`config.mk`:
```
export PLATFORM = sky130hd
export DESIGN_NAME = uart_rx_frontend
export DESIGN_NICKNAME = d
export VERILOG_FILES = /design/src/rtl/uart_rx_frontend.sv
export SDC_FILE = /design/constraint.sdc
export NUM_CORES = 1
export LEC_CHECK = 0
export CAP_MARGIN = 25
export CORE_MARGIN = 5
export CORE_UTILIZATION = 45
export CTS_BUF_LIST = sky130_fd_sc_hd__clkbuf_16
export DETAILED_ROUTE_END_ITERATION = 8
export PLACE_DENSITY = 0.67
export SYNTH_ARGS = -nofsm -noshare
export SYNTH_HDL_FRONTEND = slang
export SYNTH_SLANG_ARGS = --single-unit
```
`constraint.sdc`:
```
create_clock -name clk -period 2 [get_ports clk]
set_clock_uncertainty 0.15 [all_clocks]
set_input_delay 0.4 -clock clk [delete_from_list [all_inputs] [get_ports clk]]
set_output_delay 0.4 -clock clk [all_outputs]
set_load 0.1 [all_outputs]
```
`src/rtl/uart_rx_frontend.sv`:
```
// 8N1 UART receiver front end: input synchroniser, deframing FSM and a
// one-entry receive buffer with sticky framing/overrun flags for MMIO readout.
module uart_rx_frontend #(
  parameter int CLOCK_FREQ = 125_000_000,
  parameter int BAUD_RATE  = 115_200
) (
  input  logic       clk,
  input  logic       rst_n,
  input  logic       serial_in,
  output logic [7:0] data_out,
  output logic       data_out_valid,
  input  logic       data_out_ready,
  output logic       framing_err,
  output logic       overrun,
  input  logic       err_clear
);

  localparam int BIT_T  = CLOCK_FREQ / BAUD_RATE;
  localparam int HALF_T = BIT_T / 2;
  localparam int CNT_W  = $clog2(BIT_T);

  localparam logic [CNT_W-1:0] BIT_LAST  = CNT_W'(BIT_T - 1);
  localparam logic [CNT_W-1:0] HALF_LAST = CNT_W'(HALF_T - 1);
  localparam logic [CNT_W-1:0] CNT_ZERO  = CNT_W'(0);
  localparam logic [CNT_W-1:0] CNT_ONE   = CNT_W'(1);

  localparam logic [2:0] IDLE  = 3'd0;
  localparam logic [2:0] START = 3'd1;
  localparam logic [2:0] DATA  = 3'd2;
  localparam logic [2:0] STOP  = 3'd3;
  localparam logic [2:0] BREAK = 3'd4;

  logic [1:0]       sync_r;
  logic             rx_s;
  logic [2:0]       state_r, state_nx_s;
  logic [CNT_W-1:0] cnt_r, cnt_nx_s;
  logic [2:0]       bit_idx_r, bit_idx_nx_s;
  logic [7:0]       shreg_r, shreg_nx_s;
  logic             stop_ok_s, stop_bad_s;
  logic [7:0]       data_nx_s;
  logic             valid_nx_s, ovr_set_s, ovr_nx_s, fe_nx_s;

  assign rx_s = sync_r[1];

  // Deframing FSM next-state; the start bit is re-checked at mid-bit to reject glitches
  always_comb begin
    state_nx_s   = state_r;
    cnt_nx_s     = cnt_r;
    bit_idx_nx_s = bit_idx_r;
    shreg_nx_s   = shreg_r;
    stop_ok_s    = 1'b0;
    stop_bad_s   = 1'b0;
    case (state_r)
      IDLE: begin
        if (!rx_s) begin
          state_nx_s = START;
          cnt_nx_s   = CNT_ZERO;
        end else begin
          state_nx_s = IDLE;
        end
      end
      START: begin
        if (cnt_r == HALF_LAST) begin
          cnt_nx_s = CNT_ZERO;
          if (!rx_s) begin
            state_nx_s   = DATA;
            bit_idx_nx_s = 3'd0;
          end else begin
            state_nx_s = IDLE;
          end
        end else begin
          cnt_nx_s = cnt_r + CNT_ONE;
        end
      end
      DATA: begin
        if (cnt_r == BIT_LAST) begin
          shreg_nx_s   = {rx_s, shreg_r[7:1]};
          cnt_nx_s     = CNT_ZERO;
          bit_idx_nx_s = bit_idx_r + 3'd1;
          if (bit_idx_r == 3'd7) begin
            state_nx_s = STOP;
          end else begin
            state_nx_s = DATA;
          end
        end else begin
          cnt_nx_s = cnt_r + CNT_ONE;
        end
      end
      STOP: begin
        if (cnt_r == BIT_LAST) begin
          cnt_nx_s = CNT_ZERO;
          if (rx_s) begin
            stop_ok_s  = 1'b1;
            state_nx_s = IDLE;
          end else begin
            stop_bad_s = 1'b1;
            state_nx_s = BREAK;
          end
        end else begin
          cnt_nx_s = cnt_r + CNT_ONE;
        end
      end
      BREAK: begin
        if (rx_s) begin
          state_nx_s = IDLE;
        end else begin
          state_nx_s = BREAK;
        end
      end
      default: begin
        state_nx_s = IDLE;
        cnt_nx_s   = CNT_ZERO;
      end
    endcase
  end

  // Buffer update: a pop in the delivery cycle frees the slot for the new byte
  always_comb begin
    data_nx_s  = data_out;
    valid_nx_s = data_out_valid;
    ovr_set_s  = 1'b0;
    if (stop_ok_s) begin
      if (!data_out_valid || data_out_ready) begin
        data_nx_s  = shreg_r;
        valid_nx_s = 1'b1;
      end else begin
        ovr_set_s = 1'b1;
      end
    end else if (data_out_valid && data_out_ready) begin
      valid_nx_s = 1'b0;
    end else begin
      valid_nx_s = data_out_valid;
    end
    if (ovr_set_s) begin
      ovr_nx_s = 1'b1;
    end else if (err_clear) begin
      ovr_nx_s = 1'b0;
    end else begin
      ovr_nx_s = overrun;
    end
    if (stop_bad_s) begin
      fe_nx_s = 1'b1;
    end else if (err_clear) begin
      fe_nx_s = 1'b0;
    end else begin
      fe_nx_s = framing_err;
    end
  end

  // State, synchroniser and output registers
  always_ff @(posedge clk or negedge rst_n) begin
    if (!rst_n) begin
      sync_r         <= 2'b11;
      state_r        <= IDLE;
      cnt_r          <= CNT_ZERO;
      bit_idx_r      <= 3'd0;
      shreg_r        <= 8'h00;
      data_out       <= 8'h00;
      data_out_valid <= 1'b0;
      framing_err    <= 1'b0;
      overrun        <= 1'b0;
    end else begin
      sync_r         <= {sync_r[0], serial_in};
      state_r        <= state_nx_s;
      cnt_r          <= cnt_nx_s;
      bit_idx_r      <= bit_idx_nx_s;
      shreg_r        <= shreg_nx_s;
      data_out       <= data_nx_s;
      data_out_valid <= valid_nx_s;
      framing_err    <= fe_nx_s;
      overrun        <= ovr_nx_s;
    end
  end

endmodule

```
==> results.cfg, run 1 <==
[run_status]
status = finished, violations left
violations = negative setup slack

[timing]
worst_pin_slew_ps = 324.5
slew_headroom_pct = 78.20
drv_slew = 0
setup_slack_ps = -108.3
rsz0062_at_grt = true
final-hold-violation-count = 0
max_freq_ghz = 0.4743
finalHoldWorstSlack_ps = 206.4
fin_crit_sh_pct = 105.4
setup_viol = 19
post-route-min-period_ps = 2108

[placement]
port_buffers = 15
place_ws_ps = -160.0
place_congestion = 0.9253
hpwl_um = 3010

[min_path]
hp-class = reg2reg
hp-start = sync_r[0]
hold_depth = 0
min_to = sync_r[1]

[clocking]
cts_tree = yes
cts_root_buf = clkbuf_16
clock_path_buffers = 2
numCtsBuffers = 5
htreeDepth = 2
cts.sinks = 38
path_clk_slew_ps = 60
worstSkewPairLatency_ps = 280

[floorplan]
ioPinCount = 16
start_util_pct = 46.75
core_area_um2 = 4058
rows = 23
die_height_um = 74.93
die-area_um2 = 5614
fp.dieW_um = 74.93

[finish]
area_delta_synth_final_pct = 44.06
drive_above_1_share_pct = 37.17
fin_util_pct = 67.35
n_antenna_cell = 0
fin_nets = 235

[global_routing]
grtUsageTotal_pct = 17.12
grt_max_degree = 39
first_global_vias = 1544
grt_pass1_wl_um = 7265
overflow = 0
antenna_found_initial = 0

[synthesis]
syn-num-nets = 186
synth-edff-count = 0
synth_most_common_cell = dfrtp_1
synth.area.top_cells = dfrtp_1 (47%), mux2_2 (5.3%), mux2_1 (4.2%)
synth_warnings = 0
synth.top_cells.by_count = dfrtp_1 (36), nand2_1 (15), inv_1 (10)
ys.flop_type = dfrtp_1
synth.largest_area_cell = dfrtp_1
syn_inst = 176
synth_seq_cells = 38
synthArstFlopShare_pct = 100.0
syn_area_per_cell_um2 = 10.78
ys_types = 44
yosysSeqAreaShare_pct = 50.26
synth_top_area_share_pct = 47.49
mappedNetlistArea_um2 = 1897

[drt]
drc = 0
vias = 1535
initialDrtViolationCount = 131
totalWireLength_um = 4343
drtAntennaViolNets = 0
wire_per_inst_um = 15.74
dr.pass1.iters = 4
vias_per_cell = 5.562

[power]
powerDensity_nw_per_um2 = 669.8
peakVddDrop_v = 0.0005075
leakagePower_nw = 1.279

[setup_path]
r2r_slack_ps = -110
r2r-end = bit_idx_r[0]
critPathArrivalTime_ps = 2120
critPathKind = reg2reg
end_kind = flop
crit_path_start = cnt_r[7]
path_max_fanout = 4
r2r-start = cnt_r[7]
cp.required_ps = 2010
reg2reg_depth = 4
critPathLaunchType = flop

[run]
cap_viol_max_count = 0
-- sequential cells by signal (all words and copies together), names as in the netlist --
name	count
sync_r	2
data_out_valid	1
state_r	3
framing_err	1
cnt_r	11
bit_idx_r	3
data_out	8
shreg_r	8
overrun	1
-- what timing repair did --
item,4_1_cts,5_1_grt
hold buffers,1,0
setup endpoints to repair,26,31
hold endpoints to repair,36,0
setup buffers,3,2
pin swaps,1,6
resized for setup,8,10
gates cloned,1,0
-- worst max-delay path, cell delays in order, from the launching register on --
cell,delay (ps)
dfrtp_1,380
or3_4,400
or3_4,400
o32a_1,400
mux2_4,260
-- power breakdown --
part	internal, mW	total [mW]	leakage [nW]	switching, mW
logic	0.0129	0.0313	0.677	0.0184
registers	0.773	0.775	0.508	0.00211
clock network	0.716	1.02	0.0940	0.308
-- per-layer routing --
metal	track usage, %	vias to the layer above	share of wire, %
met5	0	-	0
met4	5.929	0	1.4
met3	4.940	8	5.5
met2	28.14	47	50
met1	21.58	739	43
li1	-	741	-
-- how the worst max path moves through the flow --
stage               slack [ps]            to  cells after the start
floorplan                  -70    shreg_r[0]                      7
global placement          -130      cnt_r[7]                      8
detailed placement        -160      cnt_r[9]                      8
CTS                        -90    shreg_r[2]                      7
global route              -160    shreg_r[6]                      5
finish                    -110  bit_idx_r[0]                      4
-- cells by family (layout without fill, tap and decap cells) --
| kind of cell | Yosys count | count (layout) | share of synthesized area (%) |
|---|---|---|---|
| compound gates | 35 | 35 | 12.60 |
| buf+inv | 18 | 68 | 4.024 |
| mux | 18 | 18 | 10.82 |
| fa+ha+maj | 5 | 5 | 3.298 |
| flops | 38 | 38 | 50.26 |
| simple gates | 62 | 62 | 19.00 |
-- cells in the final DEF, fill, tap and decap left out, types with 3 or more instances in the layout --
cell	netlist	layout
a21oi_1	4	4
buf_12	0	12
buf_4	1	32
clkbuf_16	0	5
clkdlybuf4s50_1	0	3
dfrtp_1	36	35
ha_1	5	4
inv_1	10	8
mux2_1	7	5
mux2_2	9	6
mux2_4	1	6
nand2_1	15	15
nand3_1	8	8
nand4_1	4	4
nor2_1	7	7
nor3_1	4	3
o211ai_1	6	6
o21ai_0	9	6
o21ai_1	0	3
or3_4	2	3
or4_1	3	3
-- final cells by class --
cell class	instances	area (um2)
well taps	50	62.56
inverters	10	37.54
clock inverters	3	68.82
repair buffers	50	536.8
flip-flops and latches	38	954.7
fillers	281	1325
multi-input cells	120	947.2
clock buffers	5	125.1
-- stage by stage --
step	power, mW	cell area (um2)	setup TNS, ps	instances
after floorplan	0.7911	1913	-480.5	176
after global placement	0.8184	2415	-1059	261
after detailed placement	0.8196	2415	-1633	261
after CTS	1.844	2683	-854.1	274
after global routing	1.888	2733	-2113	276
final	1.830	2733	-1306	276
Power figures use the tool's default switching activity.
==> run 2: changes to the inputs <==
CTS_CLUSTER_DIAMETER = 100   (was default)
==> results of run 2 <==
The final DEF is identical to that of run 1; final timing and power are the same.
==> run 3: changes to the inputs <==
PLACE_DENSITY = default   (was 0.67)
clock period = 2.22 ns   (was 2 ns; I/O delays follow)
==> run 3 against run 2 <==
Sequential cell count stayed put. Critical path depth is 1 higher. Cell count is 6.9% lower. The flow now finishes without violations. Global-route usage is 1.6 points lower. Worst hold slack worse by 100 ps. Routed wire length is 13% lower. Critical endpoint is now shreg_r[4]. Maximum frequency is 1.8% lower.
==> results.cfg, run 3 (same netlist as run 1, synthesis figures left out) <==
[run]
cap_viol_max_count = 0

[power]
p_sw_uw = 280.2
powerDensity_nw_per_um2 = 601.3
p_int_mw = 1.112
pwr-share-comb_pct = 1.6
peakVddDrop_v = 0.0005256
p_clk_share_pct = 48.3
pwr-share-seq_pct = 50.1
leakagePower_nw = 1.108
p_sw_share_pct = 20.12

[floorplan]
ioPinCount = 16
fp.dieW_um = 74.93
rows = 23
die-area_um2 = 5614
start_util_pct = 46.75
core_area_um2 = 4058
die_height_um = 74.93

[clocking]
htreeDepth = 2
numCtsBuffers = 5
cts_tree = yes
clock_path_buffers = 2
cts.sinks = 38
cts_root_buf = clkbuf_16
worstSkewPairLatency_ps = 280
path_clk_slew_ps = 60

[drt]
vias_per_cell = 5.611
totalWireLength_um = 3789
drtAntennaViolNets = 0
wire_per_inst_um = 14.74
drc = 0
vias = 1442
initialDrtViolationCount = 124
dr.pass1.iters = 4

[global_routing]
grt_max_degree = 39
first_global_vias = 1463
grtUsageTotal_pct = 15.55
overflow = 0
antenna_found_initial = 0
grt_pass1_wl_um = 6713

[timing]
drv_slew = 0
setup_viol = 0
fin_crit_sh_pct = 96.73
final-hold-violation-count = 0
max_freq_ghz = 0.4657
slew_headroom_pct = 46.53
setup_tns_ps = 0
post-route-min-period_ps = 2147
worst_pin_slew_ps = 802.1

[finish]
largest_reg_flops = 11
regMostFlops = cnt_r
fin_nets = 216
fin_area_um2 = 2316
final_cell_mix = dfrtp_1 (35), buf_4 (26), nand2_1 (15)
mostFrequentLayoutCell = dfrtp_1
reg_top3 = cnt_r: 11 flops, data_out: 8 flops, shreg_r: 8 flops
fill_cells = 345
n_antenna_cell = 0
drive_above_1_share_pct = 27.54
area_delta_synth_final_pct = 22.10

[setup_path]
r2r-start = cnt_r[8]
crit_path_start = cnt_r[8]
critPathKind = reg2reg
path_cells = or3_4 -> or3_4 -> nor3_4 -> buf_6 -> mux2_1
slowest_stage = dfrtp_2
end_kind = flop
critPathArrivalTime_ps = 2150
crit_path_max_incr_delay_ps = 440
path_common_cell = or3_4
path_max_fanout = 6
critPathLaunchType = flop
cp.required_ps = 2220

[min_path]
hp-class = in2async

[placement]
hpwl_um = 2698
port_buffers = 15
place_congestion = 0.9193
dpl_cell_area_um2 = 2151

[run_status]
status = finished, final reports clean
## run 3: final cells by class
| class | count | area [um2] | area share, % |
|---|---|---|---|
| Inverter | 10 | 37.54 | 1.621 |
| Tap cell | 50 | 62.56 | 2.701 |
| Sequential cell | 38 | 954.7 | 41.22 |
| Timing Repair Buffer | 31 | 241.5 | 10.43 |
| Clock inverter | 3 | 16.27 | 0.7023 |
| Multi-Input combinational cell | 120 | 878.3 | 37.93 |
| Clock buffer | 5 | 125.1 | 5.402 |
## run 3: final timing paths
kind / to / slack (ps) / depth (start not counted)
setup reg to reg: shreg_r[4] / 70 / 5
setup / recovery: shreg_r[4] / 70 / 5
min in group clk: sync_r[1] / 200 / 0
hold reg to reg: sync_r[1] / 200 / 0
max in group asynchronous: cnt_r[8] / 1250 / 1
hold / removal: data_out[0] / 110 / 1
## run 3: metal layers
layer / GRT usage (%) / routed length (um)
met1: 20.63 / 1798
met2: 24.66 / 1728
met3: 4.940 / 215
met4: 4.150 / 48
met5: 0 / 0
## run 3: timing repair
item,4_1_cts,5_1_grt
endpoints found under the setup margin,0,8
buffers inserted,0,0
hold buffers,0,0
resized for setup,0,6
## run 3: per-stage QoR
step / power [mW] / setup slack [ps] / hold slack, ps / utilization, % / instances
floorplan: 0.7127 / 122.3 / -1.591 / - / 176
global placement: 0.7331 / 124.1 / 196.9 / 53.01 / 248
detailed placement: 0.7336 / 58.00 / 198.8 / 53.01 / 248
CTS: 1.415 / 45.11 / 139.9 / 56.49 / 256
global route: 1.443 / -6.115 / 204.1 / 57.08 / 257
finish: 1.393 / 72.52 / 106.5 / 57.08 / 257
## run 3: power by group through the flow
stage | combinational [mW] | clock, mW | sequential (mW)
floorplan | 0.00290 | 0 | 0.710
global placement | 0.0227 | 0 | 0.710
detailed placement | 0.0232 | 0 | 0.710
CTS | 0.0232 | 0.694 | 0.698
global route | 0.0266 | 0.718 | 0.698
finish | 0.0218 | 0.673 | 0.698
## run 3: worst max-delay path, delay by kind of cell (launching register included)
kind	cells	cell delay, ps
DFF	1	440
buffers and inverters	1	170
and+or+nand+nor	3	930
muxes	1	330
